File: src/rtl/modo_jogo_controle_if.sv
// Control bundle between the game controller and its datapath.
// The controller uses the master view; the datapath or player side uses the slave view.
interface modo_jogo_controle_if #(
    parameter int ADDR_W = 4
);
    logic              iniciar;
    logic              fimTF;
    logic              fimTempo;
    logic              tempo_mostra_ok;
    logic              nota_feita;
    logic              nota_correta;
    logic              tempo_correto;
    logic              tentar_dnv;
    logic              tentar_dnv_rep;
    logic [1:0]        modo;

    logic [ADDR_W-1:0] endereco;
    logic [ADDR_W-1:0] rodada;
    logic [2:0]        vidas;
    logic              zeraTF;
    logic              contaTF;
    logic              zeraTempo;
    logic              contaTempo;
    logic              zeraMetro;
    logic              contaMetro;
    logic              zeraR;
    logic              registraR;
    logic              toca;
    logic              ativa_leds;
    logic              leds_mem;
    logic              vez_jogador;
    logic              ganhou;
    logic              perdeu;
    logic [4:0]        db_estado;

    modport master (
        input  iniciar, fimTF, fimTempo, tempo_mostra_ok, nota_feita,
               nota_correta, tempo_correto, tentar_dnv, tentar_dnv_rep, modo,
        output endereco, rodada, vidas, zeraTF, contaTF, zeraTempo, contaTempo,
               zeraMetro, contaMetro, zeraR, registraR, toca, ativa_leds,
               leds_mem, vez_jogador, ganhou, perdeu, db_estado
    );

    modport slave (
        output iniciar, fimTF, fimTempo, tempo_mostra_ok, nota_feita,
               nota_correta, tempo_correto, tentar_dnv, tentar_dnv_rep, modo,
        input  endereco, rodada, vidas, zeraTF, contaTF, zeraTempo, contaTempo,
               zeraMetro, contaMetro, zeraR, registraR, toca, ativa_leds,
               leds_mem, vez_jogador, ganhou, perdeu, db_estado
    );
endinterface

File: src/rtl/modo_jogo_controle.sv
// Moore controller for the music memory game: progressive, full-song and free-play modes,
// with a lives counter, round/note address counters and registered state-decoded outputs.
module modo_jogo_controle #(
    parameter int ADDR_W = 4,
    parameter int ULTIMA = 15,
    parameter int VIDAS  = 3
) (
    input logic                   clock,
    input logic                   reset,
    modo_jogo_controle_if.master  bus
);

    typedef enum logic [4:0] {
        INICIAL        = 5'h00,
        INICIALIZA     = 5'h01,
        INICIO_RODADA  = 5'h02,
        MOSTRA         = 5'h03,
        ESPERA_MOSTRA  = 5'h04,
        APAGA_MOSTRA   = 5'h05,
        INICIO_NOTA    = 5'h06,
        ESPERA_NOTA    = 5'h07,
        TOCA_NOTA      = 5'h08,
        COMPARA        = 5'h09,
        PROXIMA_NOTA   = 5'h0A,
        PROXIMA_RODADA = 5'h0B,
        ERROU          = 5'h0C,
        AGUARDA        = 5'h0D,
        GANHOU         = 5'h0E,
        DERROTA        = 5'h0F
    } state_t;

    typedef struct packed {
        logic zera_tf;
        logic conta_tf;
        logic zera_tempo;
        logic conta_tempo;
        logic zera_metro;
        logic conta_metro;
        logic zera_r;
        logic registra_r;
        logic toca;
        logic ativa_leds;
        logic leds_mem;
        logic vez_jogador;
        logic ganhou;
        logic perdeu;
    } ctrl_t;

    localparam logic [ADDR_W-1:0] LAST       = ADDR_W'(ULTIMA);
    localparam logic [ADDR_W-1:0] ONE        = ADDR_W'(1);
    localparam logic [2:0]        LIVES      = 3'(VIDAS);
    localparam logic [1:0]        MODO_PROG  = 2'd0;
    localparam logic [1:0]        MODO_FULL  = 2'd1;
    localparam logic [1:0]        MODO_LIVRE = 2'd2;

    state_t            state_q;
    state_t            state_d;
    ctrl_t             ctrl_q;
    logic [ADDR_W-1:0] endereco_q;
    logic [ADDR_W-1:0] rodada_q;
    logic [2:0]        vidas_q;
    logic [1:0]        modo_reg;
    logic [1:0]        modo_eff;

    // Mode 3 is not a game of its own; it plays exactly like progressive mode.
    assign modo_eff = (bus.modo == 2'd3) ? MODO_PROG : bus.modo;

    function automatic ctrl_t decode(input state_t s);
        ctrl_t c;
        c = '0;
        case (s)
            INICIAL:        c.zera_r = 1'b1;
            INICIALIZA:     begin c.zera_tf = 1'b1; c.zera_tempo = 1'b1; c.zera_metro = 1'b1; end
            INICIO_RODADA:  c.conta_tf = 1'b1;
            MOSTRA:         begin c.zera_tf = 1'b1; c.zera_metro = 1'b1; end
            ESPERA_MOSTRA:  begin
                c.conta_metro = 1'b1; c.toca = 1'b1; c.ativa_leds = 1'b1; c.leds_mem = 1'b1;
            end
            APAGA_MOSTRA:   c.conta_tf = 1'b1;
            INICIO_NOTA:    begin c.zera_tf = 1'b1; c.zera_tempo = 1'b1; c.zera_metro = 1'b1; end
            ESPERA_NOTA:    begin c.conta_tempo = 1'b1; c.vez_jogador = 1'b1; end
            TOCA_NOTA:      begin
                c.registra_r = 1'b1; c.conta_metro = 1'b1; c.toca = 1'b1; c.ativa_leds = 1'b1;
            end
            PROXIMA_NOTA:   begin c.zera_tempo = 1'b1; c.zera_metro = 1'b1; end
            ERROU:          begin c.zera_tempo = 1'b1; c.zera_metro = 1'b1; end
            AGUARDA:        c.perdeu = 1'b1;
            GANHOU:         c.ganhou = 1'b1;
            DERROTA:        c.perdeu = 1'b1;
            default:        c = '0;
        endcase
        return c;
    endfunction

    always_comb begin
        state_d = state_q;
        case (state_q)
            INICIAL:        if (bus.iniciar) state_d = INICIALIZA;
            INICIALIZA:     state_d = (modo_eff == MODO_LIVRE) ? INICIO_NOTA : INICIO_RODADA;
            INICIO_RODADA:  if (bus.fimTF) state_d = MOSTRA;
            MOSTRA:         state_d = ESPERA_MOSTRA;
            ESPERA_MOSTRA:  if (bus.tempo_mostra_ok)
                                state_d = (endereco_q == rodada_q) ? INICIO_NOTA : APAGA_MOSTRA;
            APAGA_MOSTRA:   if (bus.fimTF) state_d = MOSTRA;
            INICIO_NOTA:    state_d = ESPERA_NOTA;
            ESPERA_NOTA: begin
                // Free play has no timeout; iniciar is the only way out of it.
                if (modo_reg == MODO_LIVRE) begin
                    if (bus.iniciar)         state_d = INICIALIZA;
                    else if (bus.nota_feita) state_d = TOCA_NOTA;
                end else begin
                    if (bus.fimTempo)        state_d = ERROU;
                    else if (bus.nota_feita) state_d = TOCA_NOTA;
                end
            end
            TOCA_NOTA:      if (!bus.nota_feita)
                                state_d = (modo_reg == MODO_LIVRE) ? ESPERA_NOTA : COMPARA;
            COMPARA: begin
                if (!bus.nota_correta || !bus.tempo_correto) state_d = ERROU;
                else if (endereco_q == rodada_q)
                    state_d = (rodada_q == LAST) ? GANHOU : PROXIMA_RODADA;
                else                                         state_d = PROXIMA_NOTA;
            end
            PROXIMA_NOTA:   state_d = ESPERA_NOTA;
            PROXIMA_RODADA: state_d = INICIO_RODADA;
            ERROU:          state_d = (vidas_q <= 3'd1) ? DERROTA : AGUARDA;
            AGUARDA: begin
                if (bus.tentar_dnv_rep)  state_d = INICIO_RODADA;
                else if (bus.tentar_dnv) state_d = INICIO_NOTA;
            end
            GANHOU, DERROTA: if (bus.iniciar) state_d = INICIALIZA;
            default:        state_d = INICIAL;
        endcase
    end

    // Outputs are registered from the next state so they always match the current state code.
    always_ff @(posedge clock or negedge reset) begin
        if (!reset) begin
            state_q    <= INICIAL;
            ctrl_q     <= decode(INICIAL);
            endereco_q <= '0;
            rodada_q   <= '0;
            vidas_q    <= LIVES;
            modo_reg   <= MODO_PROG;
        end else begin
            state_q <= state_d;
            ctrl_q  <= decode(state_d);
            case (state_q)
                INICIALIZA: begin
                    modo_reg   <= modo_eff;
                    endereco_q <= '0;
                    vidas_q    <= LIVES;
                    rodada_q   <= (modo_eff == MODO_FULL) ? LAST : '0;
                end
                INICIO_RODADA, INICIO_NOTA: endereco_q <= '0;
                APAGA_MOSTRA:   if (bus.fimTF && endereco_q != LAST) endereco_q <= endereco_q + ONE;
                PROXIMA_NOTA:   if (endereco_q != LAST) endereco_q <= endereco_q + ONE;
                PROXIMA_RODADA: if (rodada_q != LAST) rodada_q <= rodada_q + ONE;
                ERROU:          if (vidas_q != 3'd0) vidas_q <= vidas_q - 3'd1;
                default: ;
            endcase
        end
    end

    assign bus.endereco    = endereco_q;
    assign bus.rodada      = rodada_q;
    assign bus.vidas       = vidas_q;
    assign bus.db_estado   = state_q;
    assign bus.zeraTF      = ctrl_q.zera_tf;
    assign bus.contaTF     = ctrl_q.conta_tf;
    assign bus.zeraTempo   = ctrl_q.zera_tempo;
    assign bus.contaTempo  = ctrl_q.conta_tempo;
    assign bus.zeraMetro   = ctrl_q.zera_metro;
    assign bus.contaMetro  = ctrl_q.conta_metro;
    assign bus.zeraR       = ctrl_q.zera_r;
    assign bus.registraR   = ctrl_q.registra_r;
    assign bus.toca        = ctrl_q.toca;
    assign bus.ativa_leds  = ctrl_q.ativa_leds;
    assign bus.leds_mem    = ctrl_q.leds_mem;
    assign bus.vez_jogador = ctrl_q.vez_jogador;
    assign bus.ganhou      = ctrl_q.ganhou;
    assign bus.perdeu      = ctrl_q.perdeu;

endmodule

File: src/flat_wrapper.sv
// flat-port wrapper written by rule: the top's interface ports become plain ports
module modo_jogo_controle_flat 
#(
    parameter int ADDR_W = 4,
    parameter int ULTIMA = 15,
    parameter int VIDAS  = 3
)
  (clock, reset, bus_iniciar, bus_fimTF, bus_fimTempo, bus_tempo_mostra_ok, bus_nota_feita, bus_nota_correta, bus_tempo_correto, bus_tentar_dnv, bus_tentar_dnv_rep, bus_modo, bus_endereco, bus_rodada, bus_vidas, bus_zeraTF, bus_contaTF, bus_zeraTempo, bus_contaTempo, bus_zeraMetro, bus_contaMetro, bus_zeraR, bus_registraR, bus_toca, bus_ativa_leds, bus_leds_mem, bus_vez_jogador, bus_ganhou, bus_perdeu, bus_db_estado);
  modo_jogo_controle_if #(.ADDR_W(ADDR_W)) bus_i ();
  input logic clock;
  input logic reset;
  input wire logic [$bits(bus_i.iniciar)-1:0] bus_iniciar;
  input wire logic [$bits(bus_i.fimTF)-1:0] bus_fimTF;
  input wire logic [$bits(bus_i.fimTempo)-1:0] bus_fimTempo;
  input wire logic [$bits(bus_i.tempo_mostra_ok)-1:0] bus_tempo_mostra_ok;
  input wire logic [$bits(bus_i.nota_feita)-1:0] bus_nota_feita;
  input wire logic [$bits(bus_i.nota_correta)-1:0] bus_nota_correta;
  input wire logic [$bits(bus_i.tempo_correto)-1:0] bus_tempo_correto;
  input wire logic [$bits(bus_i.tentar_dnv)-1:0] bus_tentar_dnv;
  input wire logic [$bits(bus_i.tentar_dnv_rep)-1:0] bus_tentar_dnv_rep;
  input wire logic [$bits(bus_i.modo)-1:0] bus_modo;
  output wire logic [$bits(bus_i.endereco)-1:0] bus_endereco;
  output wire logic [$bits(bus_i.rodada)-1:0] bus_rodada;
  output wire logic [$bits(bus_i.vidas)-1:0] bus_vidas;
  output wire logic [$bits(bus_i.zeraTF)-1:0] bus_zeraTF;
  output wire logic [$bits(bus_i.contaTF)-1:0] bus_contaTF;
  output wire logic [$bits(bus_i.zeraTempo)-1:0] bus_zeraTempo;
  output wire logic [$bits(bus_i.contaTempo)-1:0] bus_contaTempo;
  output wire logic [$bits(bus_i.zeraMetro)-1:0] bus_zeraMetro;
  output wire logic [$bits(bus_i.contaMetro)-1:0] bus_contaMetro;
  output wire logic [$bits(bus_i.zeraR)-1:0] bus_zeraR;
  output wire logic [$bits(bus_i.registraR)-1:0] bus_registraR;
  output wire logic [$bits(bus_i.toca)-1:0] bus_toca;
  output wire logic [$bits(bus_i.ativa_leds)-1:0] bus_ativa_leds;
  output wire logic [$bits(bus_i.leds_mem)-1:0] bus_leds_mem;
  output wire logic [$bits(bus_i.vez_jogador)-1:0] bus_vez_jogador;
  output wire logic [$bits(bus_i.ganhou)-1:0] bus_ganhou;
  output wire logic [$bits(bus_i.perdeu)-1:0] bus_perdeu;
  output wire logic [$bits(bus_i.db_estado)-1:0] bus_db_estado;
  assign bus_i.iniciar = bus_iniciar;
  assign bus_i.fimTF = bus_fimTF;
  assign bus_i.fimTempo = bus_fimTempo;
  assign bus_i.tempo_mostra_ok = bus_tempo_mostra_ok;
  assign bus_i.nota_feita = bus_nota_feita;
  assign bus_i.nota_correta = bus_nota_correta;
  assign bus_i.tempo_correto = bus_tempo_correto;
  assign bus_i.tentar_dnv = bus_tentar_dnv;
  assign bus_i.tentar_dnv_rep = bus_tentar_dnv_rep;
  assign bus_i.modo = bus_modo;
  assign bus_endereco = bus_i.endereco;
  assign bus_rodada = bus_i.rodada;
  assign bus_vidas = bus_i.vidas;
  assign bus_zeraTF = bus_i.zeraTF;
  assign bus_contaTF = bus_i.contaTF;
  assign bus_zeraTempo = bus_i.zeraTempo;
  assign bus_contaTempo = bus_i.contaTempo;
  assign bus_zeraMetro = bus_i.zeraMetro;
  assign bus_contaMetro = bus_i.contaMetro;
  assign bus_zeraR = bus_i.zeraR;
  assign bus_registraR = bus_i.registraR;
  assign bus_toca = bus_i.toca;
  assign bus_ativa_leds = bus_i.ativa_leds;
  assign bus_leds_mem = bus_i.leds_mem;
  assign bus_vez_jogador = bus_i.vez_jogador;
  assign bus_ganhou = bus_i.ganhou;
  assign bus_perdeu = bus_i.perdeu;
  assign bus_db_estado = bus_i.db_estado;
  modo_jogo_controle #(.ADDR_W(ADDR_W), .ULTIMA(ULTIMA), .VIDAS(VIDAS)) u_core (.clock(clock), .reset(reset), .bus(bus_i));
endmodule
File: config.mk
export PLATFORM = sky130hd
export DESIGN_NAME = modo_jogo_controle_flat
export DESIGN_NICKNAME = d
export VERILOG_FILES = /design/src/rtl/modo_jogo_controle_if.sv /design/src/rtl/modo_jogo_controle.sv /design/src/flat_wrapper.sv
export SDC_FILE = /design/constraint.sdc
export NUM_CORES = 1
export LEC_CHECK = 0
export BUFFER_PORTS_ARGS = -buffer_cell sky130_fd_sc_hd__buf_2
export CAP_MARGIN = 0
export CORE_UTILIZATION = 59
export CTS_CLUSTER_DIAMETER = 30
export DETAILED_ROUTE_END_ITERATION = 12
export PLACE_DENSITY = 0.86
export SKIP_LAST_GASP = 1
export SLEW_MARGIN = 25
export SYNTH_ARGS = -nofsm -noshare
export SYNTH_HDL_FRONTEND = slang
export SYNTH_SLANG_ARGS = --single-unit
export TNS_END_PERCENT = 30
File: constraint.sdc
create_clock -name clock -period 5.08 [get_ports clock]
set_clock_uncertainty 0.2 [all_clocks]
set_input_delay 0.508 -clock clock [delete_from_list [all_inputs] [get_ports clock]]
set_output_delay 0.508 -clock clock [all_outputs]
set_load 0.02 [all_outputs]
==> flow_summary.toml <==
[outcome]
outcome = "finished, final reports clean"

[clocking]
worst_skew_pair.late_latency_ns = 0.33
htreeDepth = 2
cts-root-to-sink-buffers = 2
postCtsHoldBufs = 1
cts_resized = 0
cts_post_setup_buffers_inserted = 0
clock_tree_from_tritoncts = "built"
clkSlewWorstSetupHoldPaths_ns = 0.10
tritoncts_num_sinks = 29
cts_root_buffer = "clkbuf_4"
cts_made_buffers = 5

[grt]
grt.busiest_layer = "met2"
leftover_overflow_at_the_end_of_global_routing = 0
gr-usage-met2 = 0.4192
grtUsageTotal = 0.2940
pin_count_of_the_biggest_net_entering_global_routing = 30
global_route.usage.met1 = 0.4088
grt_first_pass_wirelength_um = 7762
grt_util_met3 = 0.07359
antenna_found_initial = 0
via_count_of_the_first_global_routing_pass = 1664

[logic_synthesis]
synth_top_cell_area_share = 0.3246
leading_post_synthesis_cells_by_cell_area = "dfrtp_1, dfstp_2, nand2_1"
syn_nets = 246
postSynthAreaPerCell_um2 = 8.791
synth_area_um2 = 2004
yosysWarningCount = 0
synth_seq_area_share = 0.3639
syn_inst = 228
dominantRegCellSynth = "dfrtp_1"
synth.ff_latch_count = 29
synth-async-reset-ratio = 1.000
synth_cell_type_count = 63
synthDominantAreaCellType = "dfrtp_1"
number_of_enable_type_register_cells_in_the_synthesized_netlist = 0

[cells_and_area]
share_of_final_layout_standard_cells_stronger_than_drive_strength_1 = 0.2538
layout-area-overhead-vs-synth_pct = 11.67
final_nets = 281
layout.area.seq_um2 = 729.5
diodes = 0
final_cell_area_um2 = 2238
layout.filler_cells = 266
largest_register_ff_count = 5
multi_input_comb_area_um2 = 1137

[min_path]
hold_path_startpoint = "u_core.modo_reg[0]"
min_path_cells = 1
min-delay-path-class = "flip-flop to flip-flop"
whs_endpoint = "u_core.modo_reg[0]"

[pwr]
power.density_nw_per_um2 = 499.7
p_leak_nw = 1.055
vdd_drop_max_mv = 0.3304

[timing]
unrepaired_setup_endpoints_after_global_routing = "no"
post-route-period-util = 0.5786
achievable-frequency_ghz = 0.3402
final-max-slew-violation-count = 0
setup_viol_count_final = 0
relSlewSlack = 0.5063
final_period_minus_worst_setup_slack_ns = 2.939
hold_violations = 0
setup_tns_ns = 0
worst-slew-pin-transition_ns = 0.7349

[placed_design]
place_area_um2 = 2173
gp_routability_congestion = 0.9454
detailedPlacementHpwl_um = 3519
portBuffers = 42

[setup_path]
critical_path_required_ns = 5.11
timing.critical_path.from_type = "flip-flop"
cp_max_fo = 24
worstPathArrival_ns = 2.97
crit_path_cell_chain = "nand2b_1, a21oi_1, o221ai_1, o31ai_1, a211oi_2, inv_1, and3_1"
worst-setup-path-type = "flip-flop to flip-flop"
rr_startpoint = "u_core.bus.db_estado[2]"
critPathSlowestCell = "dfrtp_1"
critPathMaxStageDelay_ns = 0.80
reg2reg_depth = 7
r2r_setup_slack_ns = 2.14
setup.worst_path.end_class = "flip-flop"
timing.rr.end = "u_core.bus.perdeu"

[die]
chipHeight_um = 60.29
core_area_um2 = 3128
die-width_um = 60.29
row_count = 20
start_util = 0.6408
floorplan_die_area_um2 = 3634
top_level_ports = 43

[drt]
drt.antenna.violating_nets = 0
vias = 1891
avgViaCountPerCell = 6.140
drt-total-wl_um = 4851
starting_drt_drc_count = 210
drc_errors = 0
dr.pass1.iters = 5
detail_route.wl_per_cell_um = 15.75

[job]
max-cap-violations = 0
worst max-delay path: cells and delay by family (launching register included):
kind                   cells  cell delay, ns
buffers and inverters      1            0.28
and+or+nand+nor            2            0.49
DFF                        1            0.80
AOI/OAI and AO/OA          4            1.06
routing by layer:
metal | vias up | wire length (um)
met3 | 14 | 475
met5 | - | 0
li1 | 899 | -
met1 | 875 | 2060
met4 | 0 | 133
met2 | 103 | 2182
logic make-up after synthesis:
family	Yosys count	share of synthesized area
simple gates	99	0.2784
compound gates	55	0.1954
flops	29	0.3639
buf+inv	26	0.06866
xor+xnor	9	0.03933
fa+ha+maj	5	0.03121
mux	4	0.02122
other cells	1	0.001871
how the worst max path moves through the flow:
stage / startpoint / endpoint / slack, ns / depth (start not counted)
2_1_floorplan: u_core.bus.db_estado[1] / u_core.bus.zeraMetro / 2.84 / 8
4_1_cts: u_core.bus.db_estado[2] / u_core.bus.zeraMetro / 2.18 / 7
5_1_grt: u_core.bus.db_estado[3] / u_core.bus.registraR / 1.86 / 7
3_5_place_dp: u_core.bus.db_estado[2] / u_core.bus.perdeu / 2.22 / 7
3_3_place_gp: u_core.bus.db_estado[2] / u_core.bus.zeraMetro / 2.33 / 7
6_report: u_core.bus.db_estado[2] / u_core.bus.perdeu / 2.14 / 7
cells in the final DEF (no fill, tap or decap), types with 3 or more instances in the layout:
cell and count:
xor2_1 6, nand3_1 9, nor3_2 3, nand4_1 5, nand2b_1 8, o22ai_1 5, a21oi_1 12, nor4_1 4
nor3b_1 3, xnor2_1 3, nor2b_1 3, nor3_1 6, nor2_1 19, inv_1 9, o221ai_1 3, buf_2 42
dfstp_2 3, ha_1 5, dfrtp_1 26, nand2_1 20, clkbuf_4 5, o21ai_0 9
layout make-up:
type | count | area share
clock inverters | 3 | 0.007826
multi-input cells | 173 | 0.5081
repair buffers | 43 | 0.09838
clock buffers | 5 | 0.01677
well taps | 44 | 0.02459
flip-flops and latches | 29 | 0.3259
inverters | 11 | 0.01845
synth_stat cells (3+ instances only):
library cell and count:
a21oi_1 12, buf_2 5, buf_4 9, dfrtp_1 26, dfstp_2 3, ha_1 5
inv_1 9, nand2_1 20, nand2b_1 8, nand3_1 9, nand4_1 5, nor2_1 19
nor2b_1 3, nor3_1 6, nor3_2 3, nor3b_1 3, nor4_1 4, o21ai_0 9
o221ai_1 3, o22ai_1 5, xnor2_1 3, xor2_1 6
power breakdown:
part	total [mW]	switching, mW	internal (mW)
clock network	0.138	0.0862	0.0520
logic	0.565	0.348	0.217
registers	0.415	0.115	0.300
per-stage QoR:
step                      std cells  setup WS, ns  power, mW  hold slack, ns    util
after global routing            308         1.855      1.187          0.3188  0.7156
after CTS                       308         2.184      1.110          0.3127  0.7156
after global placement          299         2.333     0.9525          0.2675  0.6948
after floorplan                 228         2.836     0.8529         0.01241       -
final                           308         2.141      1.118          0.3081  0.7156
after detailed placement        299         2.223     0.9717          0.2904  0.6948
(Power assumes the default switching activity.)
